`src/rtl/fxp_pkg.sv`:
```
// Shared Q8.8 fixed-point constants and the feeder state encoding for the loss path.
package fxp_pkg;
  localparam int          FXP_W    = 16;
  localparam int          FXP_FRAC = 8;
  localparam logic [15:0] FXP_TWO  = 16'h0200;

  typedef enum logic [1:0] {
    ST_IDLE  = 2'd0,
    ST_DIV   = 2'd1,
    ST_READY = 2'd2
  } feeder_state_e;
endpackage

```
`src/rtl/loss_feeder_if.sv`:
```
// Y-buffer write, batch config, activation stream and loss_child-facing outputs of one lane.
interface loss_feeder_if
  import fxp_pkg::*;
#(
  parameter int AW = 4
);
  logic             y_wr_en;
  logic [AW-1:0]    y_wr_addr;
  logic [FXP_W-1:0] y_wr_data;
  logic             cfg_valid;
  logic [AW:0]      cfg_batch_size;
  logic [FXP_W-1:0] H_in;
  logic             H_valid_in;
  logic [FXP_W-1:0] H_out;
  logic [FXP_W-1:0] Y_out;
  logic             valid_out;
  logic [FXP_W-1:0] inv_batch_size_times_two_out;
  logic             busy;
  logic             batch_done;
  logic             err;

  modport master (
    output y_wr_en, y_wr_addr, y_wr_data, cfg_valid, cfg_batch_size, H_in, H_valid_in,
    input  H_out, Y_out, valid_out, inv_batch_size_times_two_out, busy, batch_done, err
  );

  modport slave (
    input  y_wr_en, y_wr_addr, y_wr_data, cfg_valid, cfg_batch_size, H_in, H_valid_in,
    output H_out, Y_out, valid_out, inv_batch_size_times_two_out, busy, batch_done, err
  );
endinterface

```
`src/rtl/recip_div.sv`:
```
// Iterative restoring divider computing 2.0/divisor in Q8.8, one quotient bit per cycle.
module recip_div
  import fxp_pkg::*;
#(
  parameter int DW = 5
) (
  input  logic             clk,
  input  logic             rst,
  input  logic             start_i,
  input  logic [DW-1:0]    divisor_i,
  output logic [FXP_W-1:0] quotient_o,
  output logic             done_o
);
  logic [FXP_W-1:0] dvd_q, quo_q;
  logic [DW-2:0]    rem_q, rem_d;
  logic [4:0]       cnt_q;
  logic [DW-1:0]    trial;
  logic             ge;

  // Remainder stays below divisor (<= 2**(DW-1)), so DW-1 bits hold it
  assign trial      = {rem_q, dvd_q[FXP_W-1]};
  assign ge         = (trial >= divisor_i);
  assign rem_d      = ge ? (DW-1)'(trial - divisor_i) : (DW-1)'(trial);
  assign quotient_o = {quo_q[FXP_W-2:0], ge};
  assign done_o     = (cnt_q == 5'd1);

  always_ff @(posedge clk or posedge rst) begin
    if (rst) begin
      dvd_q <= '0;
      quo_q <= '0;
      rem_q <= '0;
      cnt_q <= '0;
    end else if (start_i) begin
      dvd_q <= FXP_TWO;
      quo_q <= '0;
      rem_q <= '0;
      cnt_q <= 5'd16;
    end else if (cnt_q != 5'd0) begin
      dvd_q <= {dvd_q[FXP_W-2:0], 1'b0};
      quo_q <= quotient_o;
      rem_q <= rem_d;
      cnt_q <= cnt_q - 5'd1;
    end
  end
endmodule

```
`src/rtl/loss_feeder.sv`:
```
// Buffers one batch of targets, pairs each activation with its target, and supplies 2/N.
module loss_feeder
  import fxp_pkg::*;
#(
  parameter int DEPTH = 16,
  parameter int AW    = 4
) (
  input logic         clk,
  input logic         rst,
  loss_feeder_if.slave bus
);
  localparam logic [1:0] S_IDLE  = ST_IDLE;
  localparam logic [1:0] S_DIV   = ST_DIV;
  localparam logic [1:0] S_READY = ST_READY;

  logic [1:0]       state_q, state_d;
  logic [AW:0]      n_q, n_d;
  logic [AW-1:0]    rd_ptr_q, rd_ptr_d;
  logic [FXP_W-1:0] h_q, h_d, y_q, y_d, inv_q, inv_d;
  logic             valid_q, valid_d, done_q, done_d, err_q, err_d;
  logic [FXP_W-1:0] ybuf_q [DEPTH];
  logic             div_start, div_done, pair, last, n_ok;
  logic [FXP_W-1:0] div_quo;

  recip_div #(.DW(AW+1)) u_div (
    .clk       (clk),
    .rst       (rst),
    .start_i   (div_start),
    .divisor_i (n_q),
    .quotient_o(div_quo),
    .done_o    (div_done)
  );

  // Storage survives reset so a batch's targets can be reloaded without rewriting
  always_ff @(posedge clk) begin
    if (bus.y_wr_en) ybuf_q[bus.y_wr_addr] <= bus.y_wr_data;
  end

  assign pair = (state_q == S_READY) && bus.H_valid_in;
  assign last = ({1'b0, rd_ptr_q} == n_q - 1'b1);
  assign n_ok = (bus.cfg_batch_size != '0) && (int'(bus.cfg_batch_size) <= DEPTH);

  always_comb begin
    state_d   = state_q;
    n_d       = n_q;
    rd_ptr_d  = rd_ptr_q;
    h_d       = h_q;
    y_d       = y_q;
    inv_d     = inv_q;
    err_d     = err_q;
    valid_d   = 1'b0;
    done_d    = 1'b0;
    div_start = 1'b0;
    if (pair) begin
      h_d      = bus.H_in;
      y_d      = ybuf_q[rd_ptr_q];
      valid_d  = 1'b1;
      done_d   = last;
      rd_ptr_d = last ? '0 : rd_ptr_q + 1'b1;
    end
    if (bus.H_valid_in && state_q != S_READY) err_d = 1'b1;
    if (bus.cfg_valid) begin
      if (state_q == S_DIV || !n_ok) begin
        err_d = 1'b1;
      end else begin
        n_d       = bus.cfg_batch_size;
        rd_ptr_d  = '0;
        state_d   = S_DIV;
        div_start = 1'b1;
      end
    end
    if (state_q == S_DIV && div_done) begin
      state_d = S_READY;
      inv_d   = div_quo;
    end
  end

  always_ff @(posedge clk or posedge rst) begin
    if (rst) begin
      state_q  <= S_IDLE;
      n_q      <= '0;
      rd_ptr_q <= '0;
      h_q      <= '0;
      y_q      <= '0;
      inv_q    <= '0;
      valid_q  <= 1'b0;
      done_q   <= 1'b0;
      err_q    <= 1'b0;
    end else begin
      state_q  <= state_d;
      n_q      <= n_d;
      rd_ptr_q <= rd_ptr_d;
      h_q      <= h_d;
      y_q      <= y_d;
      inv_q    <= inv_d;
      valid_q  <= valid_d;
      done_q   <= done_d;
      err_q    <= err_d;
    end
  end

  assign bus.H_out                        = h_q;
  assign bus.Y_out                        = y_q;
  assign bus.valid_out                    = valid_q;
  assign bus.batch_done                   = done_q;
  assign bus.inv_batch_size_times_two_out = inv_q;
  assign bus.err                          = err_q;
  assign bus.busy                         = (state_q == S_DIV);
endmodule

```
`src/flat_wrapper.sv`:
```
// flat-port wrapper written by rule: the top's interface ports become plain ports
module loss_feeder_flat import fxp_pkg::*;
#(
  parameter int DEPTH = 16,
  parameter int AW    = 4
)
  (clk, rst, bus_y_wr_en, bus_y_wr_addr, bus_y_wr_data, bus_cfg_valid, bus_cfg_batch_size, bus_H_in, bus_H_valid_in, bus_H_out, bus_Y_out, bus_valid_out, bus_inv_batch_size_times_two_out, bus_busy, bus_batch_done, bus_err);
  loss_feeder_if #(.AW(AW)) bus_i ();
  input logic clk;
  input logic rst;
  input wire logic [$bits(bus_i.y_wr_en)-1:0] bus_y_wr_en;
  input wire logic [$bits(bus_i.y_wr_addr)-1:0] bus_y_wr_addr;
  input wire logic [$bits(bus_i.y_wr_data)-1:0] bus_y_wr_data;
  input wire logic [$bits(bus_i.cfg_valid)-1:0] bus_cfg_valid;
  input wire logic [$bits(bus_i.cfg_batch_size)-1:0] bus_cfg_batch_size;
  input wire logic [$bits(bus_i.H_in)-1:0] bus_H_in;
  input wire logic [$bits(bus_i.H_valid_in)-1:0] bus_H_valid_in;
  output wire logic [$bits(bus_i.H_out)-1:0] bus_H_out;
  output wire logic [$bits(bus_i.Y_out)-1:0] bus_Y_out;
  output wire logic [$bits(bus_i.valid_out)-1:0] bus_valid_out;
  output wire logic [$bits(bus_i.inv_batch_size_times_two_out)-1:0] bus_inv_batch_size_times_two_out;
  output wire logic [$bits(bus_i.busy)-1:0] bus_busy;
  output wire logic [$bits(bus_i.batch_done)-1:0] bus_batch_done;
  output wire logic [$bits(bus_i.err)-1:0] bus_err;
  assign bus_i.y_wr_en = bus_y_wr_en;
  assign bus_i.y_wr_addr = bus_y_wr_addr;
  assign bus_i.y_wr_data = bus_y_wr_data;
  assign bus_i.cfg_valid = bus_cfg_valid;
  assign bus_i.cfg_batch_size = bus_cfg_batch_size;
  assign bus_i.H_in = bus_H_in;
  assign bus_i.H_valid_in = bus_H_valid_in;
  assign bus_H_out = bus_i.H_out;
  assign bus_Y_out = bus_i.Y_out;
  assign bus_valid_out = bus_i.valid_out;
  assign bus_inv_batch_size_times_two_out = bus_i.inv_batch_size_times_two_out;
  assign bus_busy = bus_i.busy;
  assign bus_batch_done = bus_i.batch_done;
  assign bus_err = bus_i.err;
  loss_feeder #(.DEPTH(DEPTH), .AW(AW)) u_core (.clk(clk), .rst(rst), .bus(bus_i));
endmodule
```
`config.mk`:
```
export PLATFORM = sky130hd
export DESIGN_NAME = loss_feeder_flat
export DESIGN_NICKNAME = d
export VERILOG_FILES = /design/src/rtl/fxp_pkg.sv /design/src/rtl/loss_feeder_if.sv /design/src/rtl/recip_div.sv /design/src/rtl/loss_feeder.sv /design/src/flat_wrapper.sv
export SDC_FILE = /design/constraint.sdc
export NUM_CORES = 1
export LEC_CHECK = 0
export CORE_UTILIZATION = 45
export CTS_CLUSTER_DIAMETER = 80
export DETAILED_ROUTE_END_ITERATION = 10
export PLACE_DENSITY_LB_ADDON = 0.2
export SYNTH_ARGS = -nofsm -noshare
export SYNTH_HDL_FRONTEND = slang
export SYNTH_SLANG_ARGS = --single-unit
```
`constraint.sdc`:
```
create_clock -name clk -period 2.7 [get_ports clk]
set_input_delay 0.27 -clock clk [delete_from_list [all_inputs] [get_ports clk]]
set_output_delay 0.27 -clock clk [all_outputs]
set_load 0.01 [all_outputs]
```
==> flow_summary_export.csv <==
group,metric,value,unit
setup_path,r2r_end,"u_core.bus.Y_out[5]$_DFFE_PP0P_",
sta,finalSetupTns,0,ns
yosys,postSynthNetCount,820,
clocking,cts.hold.buffers_added,0,
yosys,yosys_warnings,0,
sta,relSlewSlack,0.373,
placement,placement.io_buffers,97,
worst_hold_path,worst_hold_path_type,"in2async",
clocking,root_buffer,"clkbuf_16",
drt,wirelength,28.8,mm
sta,worstMarginPinSlew,0.940,ns
drt,ant_nets,0,
drt,detail_route.first_pass.iterations,5,
global_routing,grt_pass1_vias,7767,
cells_and_area,post_route_cells_drive_above_1_share,0.194,
cells_and_area,insertedDiodeCount,0,
cells_and_area,area_delta_synth_final,21.1,%
placement,placed_cells_incl_taps,1248,
flow_run,drv.max_cap_violation_count,0,
clocking,cts-htree-levels,2,
yosys,synth_top_area_cell,"edfxtp_1",
placement,gp_congestion,0.798,
clocking,clock_sinks,349,
die,die_area,31000,um2
global_routing,overflow,0,
placement,dp_worst_setup_slack,0.382,ns
clocking,cts_tree,"yes",
outcome,result_of_the_run,"complete, no violations",
sta,fin_skew,0.0163,ns
setup_path,end_kind,"flip-flop",
setup_path,cp_data_arrival_time,2.66,ns
setup_path,critical_path.startpoint_type,"flip-flop",
yosys,ys_top_cells_by_area,"edfxtp_1 (56%), dfrtp_1 (17%), mux4_2 (10%), nand2_1 (2.2%), a22o_1 (1.4%)",
setup_path,reg2reg_from,"u_core.rd_ptr_q[0]$_DFF_PP0_",
drt,num_vias,7255,
power,power.density,944,nW/um2
clocking,post-cts-setup-buffers,0,
yosys,synth-seq-cells,349,
setup_path,timing_worst_setup_path_type,"reg2reg",
setup_path,timing.critical_path.required,3.10,ns
sta,fin_worst_hold_slack,0.156,ns
die,floorplan.core_area,29700,um2
sta,clock.fmax,442,MHz
setup_path,rrSetupSlack,0.44,ns
global_routing,antenna_violations_before_repair,0,
yosys,synth_cells,764,
yosys,synth.distinct_cells,49,
die,start_util,0.459,
global_routing,grt_start_max_net_pins,59,
drt,routedWlPerCell,21.9,um
sta,setup_slack,0.439,ns
drt,viasPerCell,5.52,
clocking,cts_buffers,37,
setup_path,timing.reg2reg.worst_path_depth,4,
setup_path,critical_path.max_fanout,47,
die,floorplan.rows,63,
die,ioPinCount,98,
sta,grt_setup_unrepaired,"no",
cells_and_area,utilization,0.555,
clocking,cts_buffer_depth,3,
die,floorplan.die.height,176,um
drt,first_iter_violations,483,
sta,period_needed,2.26,ns
cells_and_area,stdcell_count,1315,
yosys,synth_sequential_area_ratio,0.735,
clocking,clock_insertion_delay_worst_skew,0.52,ns
yosys,syn-mean-instance-area,17.8,um2
setup_path,worst_setup_path_startpoint,"u_core.rd_ptr_q[0]$_DFF_PP0_",
sta,finalCritPeriodShare,0.837,
placement,detailed_place_hpwl,16.7,mm
yosys,synth_top_area_share,0.564,
global_routing,grtUsageTotal,0.195,
sta,setup_violations,0,
global_routing,wire_length_of_the_first_global_routing_pass,45.0,mm
yosys,mappedNetlistArea,13600,um2
die,dieWidth,176,um
cells_and_area,design.final.nets,953,
clocking,cts_repair_resize_count,0,
sta,report.final.hold_viol_count,0,
drt,drc,0,
power,power.static_leakage,0.00586,uW
power,max-vdd-ir-drop,405,uV
sta,final-max-slew-violation-count,0,
clocking,clkSlewWorstSetupHoldPaths,0.06,ns
placed cells by master (no fill, tap or decap), types with 6 or more instances in the layout:
cell type / instances
a211oi_1: 6
a21oi_1: 6
a22o_1: 22
a22oi_1: 9
buf_4: 29
bufinv_16: 7
clkbuf_1: 6
clkbuf_16: 38
clkdlybuf4s50_1: 97
clkinv_1: 7
clkinv_2: 6
dfrtp_1: 90
edfxtp_1: 256
ha_1: 9
inv_1: 14
mux2_2: 16
mux2i_1: 16
mux4_2: 62
nand2_1: 79
nor2_1: 36
nor2b_1: 8
nor3_1: 8
nor3b_1: 6
nor4_1: 8
o211ai_1: 9
o21ai_0: 7
xnor2_1: 9
sequential cells by signal, summed over array words and instances, names as in the netlist:
name / count
u_core.ybuf_q: 256
u_core.bus.H_out: 16
u_core.bus.Y_out: 16
u_core.bus.inv_batch_size_times_two_out: 16
u_core.u_div.quo_q: 15
u_core.u_div.dvd_q: 7
u_core.n_q: 5
u_core.u_div.cnt_q: 5
u_core.rd_ptr_q: 4
u_core.u_div.rem_q: 4
u_core.state_q: 2
u_core.bus.batch_done: 1
u_core.bus.err: 1
u_core.bus.valid_out: 1
power by group:
part | switching, uW | internal [uW] | total [uW]
registers | 596 | 6400 | 7000
clock network | 2000 | 3250 | 5250
logic | 1460 | 1860 | 3320
total | 4060 | 11500 | 15600
synthesized netlist by cell type, drive strengths merged:
library cell  count
o211ai            9
a211o             1
nor2             38
a221oi            1
nor3b             6
mux2             16
fa                1
nor2b             8
nand2b            5
a21o              2
dfrtp            93
nand4             3
buf              26
o22ai             1
ha                9
a2111oi           1
a31oi             1
o31ai             1
and2              1
or3               1
xor2              5
or2               1
a211oi            6
edfxtp          256
a22oi            10
o21ai             7
o32a              1
a22o             22
nand3             3
or3b              1
and3              2
nand2            79
nor3             12
xnor2             9
o2bb2ai           4
inv              15
a21oi             6
mux4             62
mux2i            16
nand3b            3
nor4              9
clkbuf           11
critical path, stage by stage (launching register included):
cell and delay (ns):
dfrtp_4 1.05, mux4_2 0.60, mux2i_1 0.15, nor2_1 0.05
a211o_1 0.27
cells by family (layout without fill, tap and decap cells):
| logic type | count (synthesis) | after routing | share of synthesized area |
|---|---|---|---|
| flops | 349 | 349 | 0.735 |
| mux | 94 | 94 | 0.127 |
| buf+inv | 52 | 213 | 0.0195 |
| compound gates | 73 | 73 | 0.0409 |
| simple gates | 172 | 172 | 0.0586 |
| fa+ha+maj | 10 | 10 | 0.00973 |
| xor+xnor | 14 | 14 | 0.00900 |
area by class of cell:
cell class	count	area, um2
Tap cell	390	488
Multi-Input combinational cell	363	3370
Inverter	15	58.8
Sequential cell	349	10000
Clock inverter	23	298
Timing Repair Buffer	131	1290
Fill cell	2280	13200
Clock buffer	44	973
per-stage QoR:
stage	power [uW]	area (um2)
2_1_floorplan	9070	13600
3_3_place_gp	10400	15200
4_1_cts	15700	16500
3_5_place_dp	10500	15200
5_1_grt	16300	16500
6_report	15600	16500
worst max path at each step:
stage / cells past startpoint / to / slack (ns)
floorplan: 1 / u_core.bus.H_out[0]$_DFFE_PP0P_ / 0.01
global placement: 4 / u_core.bus.Y_out[5]$_DFFE_PP0P_ / 0.40
detailed placement: 4 / u_core.bus.Y_out[11]$_DFFE_PP0P_ / 0.38
CTS: 4 / u_core.bus.Y_out[5]$_DFFE_PP0P_ / 0.37
global route: 4 / u_core.bus.Y_out[11]$_DFFE_PP0P_ / 0.23
finish: 4 / u_core.bus.Y_out[5]$_DFFE_PP0P_ / 0.44
layer usage:
| metal | routed length [um] | GRT usage | share of wire | vias to the layer above |
|---|---|---|---|---|
| met1 | 12800 | 0.272 | 0.44 | 3750 |
| met2 | 14000 | 0.317 | 0.48 | 218 |
| li1 | - | - | - | 3238 |
| met4 | 754 | 0.0678 | 0.026 | 0 |
| met5 | 0 | 0 | 0 | - |
| met3 | 1270 | 0.0295 | 0.044 | 49 |
Power figures use the tool's default switching activity.
